### config.mk
export PLATFORM = sky130hd
export DESIGN_NAME = papuf_eval_ctrl_flat
export DESIGN_NICKNAME = d
export VERILOG_FILES = /design/src/rtl/papuf_pkg.sv /design/src/rtl/papuf_eval_ctrl_if.sv /design/src/rtl/papuf_resp_sync.sv /design/src/rtl/papuf_eval_ctrl.sv /design/src/flat_wrapper.sv
export SDC_FILE = /design/constraint.sdc
export NUM_CORES = 1
export LEC_CHECK = 0
export BUFFER_PORTS_ARGS = -buffer_cell sky130_fd_sc_hd__buf_2
export CAP_MARGIN = 10
export CORE_ASPECT_RATIO = 0.8
export CORE_MARGIN = 3
export CORE_UTILIZATION = 56
export DETAILED_ROUTE_END_ITERATION = 16
export PLACE_DENSITY = 0.79
export SLEW_MARGIN = 20
export SYNTH_ARGS = -nofsm -noshare
export SYNTH_HDL_FRONTEND = slang
export SYNTH_HIERARCHICAL = 1
export SYNTH_SLANG_ARGS = --single-unit
### constraint.sdc
create_clock -name clk -period 2 [get_ports clk]
set_input_delay 0.4 -clock clk [delete_from_list [all_inputs] [get_ports clk]]
set_output_delay 0.4 -clock clk [all_outputs]
set_load 0.01 [all_outputs]
### src/rtl/papuf_pkg.sv
// Shared types and helpers for the PAPUF evaluation controller.
package papuf_pkg;

  localparam int unsigned PUF_WIDTH = 16;

  // Controller FSM states
  typedef enum logic [2:0] {
    IDLE   = 3'd0,
    SETUP  = 3'd1,
    PULSE  = 3'd2,
    SETTLE = 3'd3,
    SAMPLE = 3'd4,
    DONE   = 3'd5
  } state_t;

  // Bits needed to hold any value in 0..n
  function automatic int unsigned cnt_width(input int unsigned n);
    if (n < 2) return 1;
    return $unsigned($clog2(n + 1));
  endfunction

endpackage

### src/rtl/papuf_eval_ctrl_if.sv
// Request/response handshake bundle between the host and the evaluation controller.
interface papuf_eval_ctrl_if
  import papuf_pkg::*;
#(
  parameter int unsigned WIDTH = PUF_WIDTH
);
  logic             req_valid;
  logic             req_ready;
  logic [WIDTH-1:0] req_challenge;
  logic             rsp_valid;
  logic             rsp_ready;
  logic [WIDTH-1:0] rsp_data;
  logic [WIDTH-1:0] rsp_unstable;

  modport master (
    output req_valid, req_challenge, rsp_ready,
    input  req_ready, rsp_valid, rsp_data, rsp_unstable
  );

  modport slave (
    input  req_valid, req_challenge, rsp_ready,
    output req_ready, rsp_valid, rsp_data, rsp_unstable
  );
endinterface

### src/rtl/papuf_resp_sync.sv
// Two-flop synchronizer bringing the asynchronous PUF response into the clk domain.
module papuf_resp_sync #(
  parameter int unsigned WIDTH = 16
) (
  input  logic             clk,
  input  logic             rst_n,
  input  logic [WIDTH-1:0] i_async,
  output logic [WIDTH-1:0] o_sync
);

  logic [WIDTH-1:0] r_meta;
  logic [WIDTH-1:0] r_sync;

  // Metastability filter: only r_sync is used downstream
  always_ff @(posedge clk or negedge rst_n) begin
    if (!rst_n) begin
      r_meta <= '0;
      r_sync <= '0;
    end else begin
      r_meta <= i_async;
      r_sync <= r_meta;
    end
  end

  assign o_sync = r_sync;

endmodule

### src/rtl/papuf_eval_ctrl.sv
// Drives a PAPUF array with a challenge and timed pulses, majority-votes the
// synchronized response over NUM_EVAL evaluations and reports instability.
module papuf_eval_ctrl
  import papuf_pkg::*;
#(
  parameter int unsigned WIDTH      = PUF_WIDTH,
  parameter int unsigned NUM_EVAL   = 5,
  parameter int unsigned SETUP_CYC  = 2,
  parameter int unsigned PULSE_CYC  = 4,
  parameter int unsigned SETTLE_CYC = 8
) (
  input  logic                    clk,
  input  logic                    rst_n,
  papuf_eval_ctrl_if.slave        bus,
  output logic [WIDTH-1:0]        puf_challenge,
  output logic                    puf_pulse,
  input  logic [WIDTH-1:0]        puf_response,
  output logic                    busy
);

  localparam int unsigned CNT_W  = cnt_width(NUM_EVAL);
  localparam int unsigned PH_MAX = (SETUP_CYC > PULSE_CYC)
                                   ? ((SETUP_CYC > SETTLE_CYC) ? SETUP_CYC : SETTLE_CYC)
                                   : ((PULSE_CYC > SETTLE_CYC) ? PULSE_CYC : SETTLE_CYC);
  localparam int unsigned PH_W   = cnt_width(PH_MAX);

  state_t             r_state;
  state_t             w_state_d;
  logic [PH_W-1:0]    r_phase;
  logic               w_timed;
  logic               w_accept;
  logic               w_last;
  logic [CNT_W-1:0]   r_eval;
  logic [CNT_W-1:0]   r_cnt      [WIDTH];
  logic [CNT_W-1:0]   w_cnt_next [WIDTH];
  logic [WIDTH-1:0]   w_maj;
  logic [WIDTH-1:0]   w_unst;
  logic [WIDTH-1:0]   w_resp_sync;
  logic [WIDTH-1:0]   r_challenge;
  logic               r_pulse;
  logic               r_busy;
  logic               r_req_ready;
  logic               r_rsp_valid;
  logic [WIDTH-1:0]   r_rsp_data;
  logic [WIDTH-1:0]   r_rsp_unstable;

  papuf_resp_sync #(.WIDTH(WIDTH)) u_sync (
    .clk     (clk),
    .rst_n   (rst_n),
    .i_async (puf_response),
    .o_sync  (w_resp_sync)
  );

  assign w_accept = (r_state == IDLE) && bus.req_valid && r_req_ready;
  assign w_last   = (r_eval == CNT_W'(NUM_EVAL - 1));
  assign w_timed  = (r_state == SETUP) || (r_state == PULSE) || (r_state == SETTLE);

  // Next-state logic
  always_comb begin
    w_state_d = r_state;
    case (r_state)
      IDLE:    if (w_accept) w_state_d = SETUP;
      SETUP:   if (r_phase == PH_W'(SETUP_CYC - 1)) w_state_d = PULSE;
      PULSE:   if (r_phase == PH_W'(PULSE_CYC - 1)) w_state_d = SETTLE;
      SETTLE:  if (r_phase == PH_W'(SETTLE_CYC - 1)) w_state_d = SAMPLE;
      SAMPLE:  w_state_d = w_last ? DONE : SETUP;
      DONE:    if (bus.rsp_ready && r_rsp_valid) w_state_d = IDLE;
      default: w_state_d = IDLE;
    endcase
  end

  // State register plus control outputs registered from the next state
  always_ff @(posedge clk or negedge rst_n) begin
    if (!rst_n) begin
      r_state     <= IDLE;
      r_phase     <= '0;
      r_req_ready <= 1'b1;
      r_busy      <= 1'b0;
      r_pulse     <= 1'b0;
      r_rsp_valid <= 1'b0;
    end else begin
      r_state     <= w_state_d;
      r_req_ready <= (w_state_d == IDLE);
      r_busy      <= (w_state_d != IDLE);
      r_pulse     <= (w_state_d == PULSE);
      r_rsp_valid <= (w_state_d == DONE);
      if (!w_timed || (w_state_d != r_state)) r_phase <= '0;
      else                                    r_phase <= r_phase + PH_W'(1);
    end
  end

  // Per-bit vote arithmetic on the count including the bit being sampled now
  always_comb begin
    w_maj      = '0;
    w_unst     = '0;
    w_cnt_next = '{default: '0};
    for (int i = 0; i < int'(WIDTH); i++) begin
      w_cnt_next[i] = r_cnt[i] + CNT_W'(w_resp_sync[i]);
      w_maj[i]      = (w_cnt_next[i] > CNT_W'(NUM_EVAL / 2));
      w_unst[i]     = (w_cnt_next[i] != '0) && (w_cnt_next[i] != CNT_W'(NUM_EVAL));
    end
  end

  // Challenge latch, ones counters, eval counter and result registers
  always_ff @(posedge clk or negedge rst_n) begin
    if (!rst_n) begin
      r_challenge    <= '0;
      r_eval         <= '0;
      r_rsp_data     <= '0;
      r_rsp_unstable <= '0;
      for (int i = 0; i < int'(WIDTH); i++) r_cnt[i] <= '0;
    end else if (w_accept) begin
      r_challenge <= bus.req_challenge;
      r_eval      <= '0;
      for (int i = 0; i < int'(WIDTH); i++) r_cnt[i] <= '0;
    end else if (r_state == SAMPLE) begin
      r_eval <= r_eval + CNT_W'(1);
      for (int i = 0; i < int'(WIDTH); i++) r_cnt[i] <= w_cnt_next[i];
      if (w_last) begin
        r_rsp_data     <= w_maj;
        r_rsp_unstable <= w_unst;
      end
    end
  end

  assign puf_challenge    = r_challenge;
  assign puf_pulse        = r_pulse;
  assign busy             = r_busy;
  assign bus.req_ready    = r_req_ready;
  assign bus.rsp_valid    = r_rsp_valid;
  assign bus.rsp_data     = r_rsp_data;
  assign bus.rsp_unstable = r_rsp_unstable;

endmodule

### src/flat_wrapper.sv
// flat-port wrapper written by rule: the top's interface ports become plain ports
module papuf_eval_ctrl_flat import papuf_pkg::*;
#(
  parameter int unsigned WIDTH      = PUF_WIDTH,
  parameter int unsigned NUM_EVAL   = 5,
  parameter int unsigned SETUP_CYC  = 2,
  parameter int unsigned PULSE_CYC  = 4,
  parameter int unsigned SETTLE_CYC = 8
)
  (clk, rst_n, puf_challenge, puf_pulse, puf_response, busy, bus_req_valid, bus_req_challenge, bus_rsp_ready, bus_req_ready, bus_rsp_valid, bus_rsp_data, bus_rsp_unstable);
  papuf_eval_ctrl_if #(.WIDTH(WIDTH)) bus_i ();
  input  logic clk;
  input  logic rst_n;
  output logic [WIDTH-1:0] puf_challenge;
  output logic puf_pulse;
  input  logic [WIDTH-1:0] puf_response;
  output logic busy;
  input wire logic [$bits(bus_i.req_valid)-1:0] bus_req_valid;
  input wire logic [$bits(bus_i.req_challenge)-1:0] bus_req_challenge;
  input wire logic [$bits(bus_i.rsp_ready)-1:0] bus_rsp_ready;
  output wire logic [$bits(bus_i.req_ready)-1:0] bus_req_ready;
  output wire logic [$bits(bus_i.rsp_valid)-1:0] bus_rsp_valid;
  output wire logic [$bits(bus_i.rsp_data)-1:0] bus_rsp_data;
  output wire logic [$bits(bus_i.rsp_unstable)-1:0] bus_rsp_unstable;
  assign bus_i.req_valid = bus_req_valid;
  assign bus_i.req_challenge = bus_req_challenge;
  assign bus_i.rsp_ready = bus_rsp_ready;
  assign bus_req_ready = bus_i.req_ready;
  assign bus_rsp_valid = bus_i.rsp_valid;
  assign bus_rsp_data = bus_i.rsp_data;
  assign bus_rsp_unstable = bus_i.rsp_unstable;
  papuf_eval_ctrl #(.WIDTH(WIDTH), .NUM_EVAL(NUM_EVAL), .SETUP_CYC(SETUP_CYC), .PULSE_CYC(PULSE_CYC), .SETTLE_CYC(SETTLE_CYC)) u_core (.clk(clk), .rst_n(rst_n), .bus(bus_i), .puf_challenge(puf_challenge), .puf_pulse(puf_pulse), .puf_response(puf_response), .busy(busy));
endmodule
# Word-level counts from Yosys, hierarchy flattened
# Index checks and enable logic that the tools add are counted.
# classes
bitwise	1
n_lt_le_gt_ge	16
n_mux	12
n_div	0
n_shift	0
reduce_logical	44
multipliers	0
eq_ne	28
addsub	18
# op_table
operator	n
$mux 48	2
$reduce_bool 3->1	17
$add 3x1->3	16
$gt 3x2->1 const B	16
$ne 3x3->1 const B	16
$mux 3	8
$logic_and 1x1->1	19
$pmux 3 s6	1
$eq 3x3->1 const B	4
$eq 3x2->1 const B	3
$logic_not 3->1	2
$add 4x1->4 const B	1
$eq 4x1->1 const B	1
$eq 4x2->1 const B	1
$eq 4x3->1 const B	1
$mux 4	1
$add 3x1->3 const B	1
$eq 3x1->1 const B	1
$logic_or 1x1->1	3
$ne 3x3->1	1
$reduce_and 3->1	1
$reduce_bool 2->1	1
$logic_not 1->1	1
$not 1->1	1
# totals
out_inout_bits	52
memories	0
romBits	0
mem_bits_rw	0
word_cells	147
regBits	142
latch_bits	0
inputBits	36

# Logic depth before layout (Yosys ltp)
# logic_depth
depth_word	8
depth_mapped	7
depth_no_buf	6

# By module
# The synthesis kept the hierarchy.
# modules_own_cells
mod	n_inst	area_each_um2	cells_each
papuf_eval_ctrl	1	5053.6	455
papuf_resp_sync	1	800.8	32

# Worst setup path before layout
# No wires, ideal clock.
# synth_path
path_kind	flip-flop to flip-flop
start	reg u_core.r_phase[0]
end	reg u_core.r_busy (netlist: u_core/busy)
arrival_time_ns	1.600
slack_ns	0.335
stages_incl_launch_ff	6
setup_ns	0.065
t_required_ns	1.935
cell_sequence	dfrtp_1 > ha_1 > nor3b_1 > or4b_2 > o2111ai_1 > or3_1
# synth_via
elab_chain_cells	4
# synth_rtl
item	line	source
start, declared	papuf_eval_ctrl.sv:29	logic [PH_W-1:0] r_phase;
start signal, assigned	papuf_eval_ctrl.sv:88	else r_phase <= r_phase + PH_W'(1);
$eq 4x3->1 (tied with other cells)	papuf_eval_ctrl.sv:65	SETTLE: if (r_phase == PH_W'(SETTLE_CYC - 1)) w_state_d = SAMPLE;
$mux 3, on equally long branches	papuf_eval_ctrl.sv:65, papuf_eval_ctrl.sv:63, papuf_eval_ctrl.sv:64	
$pmux 3 s6 *	papuf_eval_ctrl.sv:61	case (r_state)
via u_core.w_state_d[0]	papuf_eval_ctrl.sv:28	state_t w_state_d;
$reduce_bool 3->1 *	papuf_eval_ctrl.sv:84	r_busy <= (w_state_d != IDLE);
end signal, assigned	papuf_eval_ctrl.sv:84	
end, declared	papuf_eval_ctrl.sv:41	logic r_busy;
# The timed path passes the listed nets; every way through them passes the cells marked *.
# A chain may end at the register's enable or synchronous reset.

# Worst setup path in the final report
# Same ends and word-level chain as after synthesis.

==> flow_summary.json <==
{
  "grt_pass1_wl_um": 20340,
  "diodes": 0,
  "pre_cts_slack_ps": 204.5,
  "worstSetupStartpointType": "flop",
  "syn_inst": 487,
  "die_h_um": 97.45,
  "multi_input_area_um2": 2187,
  "status": "complete, no violations",
  "cts_resized": 0,
  "fillers": 702,
  "final.setup.tns_ps": 0,
  "layout_commonest_cell": "dfrtp_1",
  "cts-root-buf": "clkbuf_16",
  "yosys.area.top_type": "dfrtp_1",
  "wl_per_cell_um": 16.57,
  "register_area_um2": 3555,
  "crit_path_max_fanout": 4,
  "p_total_uw": 8977,
  "clock_latency_ps": 420,
  "seq_area_frac_synth_pct": 60.72,
  "vias_per_cell": 5.464,
  "dp_hpwl_um": 7625,
  "grt_pass1_vias": 4228,
  "grt_overflow_total": 0,
  "end_kind": "flop",
  "ys_warn_count": 6,
  "initial_utilization_pct": 58.96,
  "ys_ff_latch": 142,
  "syn_area_per_cell_um2": 12.02,
  "core_um2": 9930,
  "vias": 4005,
  "pin_count": 88,
  "leakage_uw": 0.003719,
  "clock-sinks": 142,
  "ir_drop_uv": 761.1,
  "antenna_found_initial": 0,
  "syn_area_um2": 5854,
  "setup_viol": 0,
  "first_pass_iters": 5,
  "place.port_buffers": 87,
  "rows": 32,
  "worstSetupPathType": "flop to flop",
  "h-tree-depth": 4,
  "synth_nets": 559,
  "cts_tree": "built",
  "setup_slack_ps": 125.0,
  "clockBufferDepth": 2,
  "post-route-period-util_pct": 93.75,
  "rsz0062_at_grt": "false",
  "cp.required_ps": 2340,
  "cp_data_arrival_time_ps": 2220,
  "wirelength_um": 12150,
  "power.density_nw_per_um2": 1256,
  "slew_headroom_pct": 64.53,
  "finalWeightedCongestion": 0.7716,
  "synth_cell_types": 33,
  "cts_buffers": 17,
  "drc_errors": 0,
  "fin_crit_ps": 1875,
  "slew_violations": 0,
  "skew_ps": 18.40,
  "dieWidth_um": 120.3,
  "layout_common_cells": "dfrtp_1, buf_2, nand2_1, o21ai_0, ha_1",
  "die-area_um2": 11720,
  "synthTopCellsByArea": "dfrtp_1, ha_1, a22o_1, o21ai_0, xor2_1",
  "holdWs_ps": 82.03,
  "clk_pin_slew_ps": 60,
  "nNetsFinal": 656,
  "grt_max_degree": 57,
  "drv_cap": 0,
  "hold_violations": 0,
  "drt_iter0_drc": 254,
  "clock.fmax_mhz": 533.3,
  "drive_gt1_share_pct": 25.80,
  "yosysTopAreaCellShare_pct": 60.27,
  "area_delta_synth_final_pct": 22.06,
  "ant_nets": 0,
  "hold_class": "input port to flop",
  "worst_pin_slew_ps": 532.1,
  "track_usage_pct": 22.14
}
through the flow:
| step | util (%) | instances | area [µm²] |
|---|---|---|---|
| floorplan | - | 487 | 5854 |
| global placement | 65.61 | 700 | 6515 |
| detailed placement | 65.61 | 700 | 6515 |
| CTS | 71.96 | 733 | 7146 |
| global route | 71.96 | 733 | 7146 |
| finish | 71.96 | 733 | 7146 |
synth_stat cells, drive strengths merged:
cell type	number
nor2	30
clkbuf	11
nor3	3
a32oi	1
xnor2	10
nand2	66
nor3b	3
o21bai	1
or4b	1
mux2	16
nand2b	2
dfrtp	141
nand4	1
or3b	1
a31oi	5
and3	1
nand3	2
and3b	2
inv	7
ha	36
nand4b	1
xor2	29
a21oi	15
buf	12
o32a	1
or3	2
a22o	33
dfstp	1
o21ai	51
o2111ai	1
nor4	1
registers in the layout, summed over array words and instances (netlist names):
register,flops
u_core/bus.req_ready,1
u_core/bus.rsp_data,16
u_core/bus.rsp_unstable,16
u_core/bus.rsp_valid,1
u_core/busy,1
u_core/puf_challenge,16
u_core/puf_pulse,1
u_core/r_cnt,48
u_core/r_eval,3
u_core/r_phase,4
u_core/r_state,3
u_core/u_sync/o_sync,16
u_core/u_sync/r_meta,16
cells by family after synthesis:
kind of cell | count (synthesis) | synth area share, %
compound gates | 108 | 11.71
mux | 16 | 3.078
fa+ha+maj | 36 | 7.694
buf+inv | 30 | 2.180
simple gates | 116 | 8.784
xor+xnor | 39 | 5.834
flops | 142 | 60.72
final cells by class:
type | instances | area share (%)
Multi-Input combinational cell | 315 | 30.61
Clock inverter | 15 | 2.732
Clock buffer | 17 | 5.953
Inverter | 7 | 0.3677
Tap cell | 136 | 2.381
Timing Repair Buffer | 101 | 8.212
Sequential cell | 142 | 49.75
worst max-delay path, stage by stage, from the launching register on:
cell and delay [ps]:
dfrtp_1 410, ha_1 230, nor3b_1 150, or4b_2 650
o2111ai_1 190, or3_1 170
path summary, 6_finish.rpt:
path / startpoint / end / slack (ps) / cells after the start
worst max-delay path: u_core/r_phase[0]$_DFF_PN0_ / u_core/busy$_DFF_PN0_ / 130 / 5
worst min-delay path: puf_response[6] / u_core/u_sync/r_meta[6]$_DFF_PN0_ / 80 / 1
worst max register to register: u_core/r_phase[0]$_DFF_PN0_ / u_core/busy$_DFF_PN0_ / 130 / 5
worst min register to register: u_core/u_sync/r_meta[15]$_DFF_PN0_ / u_core/u_sync/o_sync[15]$_DFF_PN0_ / 350 / 0
max in group asynchronous: rst_n / u_core/r_cnt[5]$_DFFE_PN0P_ / 830 / 3
min in group asynchronous: rst_n / u_core/u_sync/r_meta[11]$_DFF_PN0_ / 530 / 2
timing repair:
action                    CTS  global route
hold endpoints to repair   51             0
buffers inserted            0             0
hold buffers                1             0
power breakdown:
group          internal, µW  switching, µW
logic                   869            990
clock network          2080           1200
registers              3420            425
per-layer routing:
layer  share of wire, %  GRT usage, %  vias to the layer above
met5                  0             0                        -
met4                1.1         6.446                        0
met3                5.0         6.112                       13
met2                 51         36.83                      107
met1                 43         28.65                     2001
li1                   -             -                     1884
(Power assumes the default switching activity.)
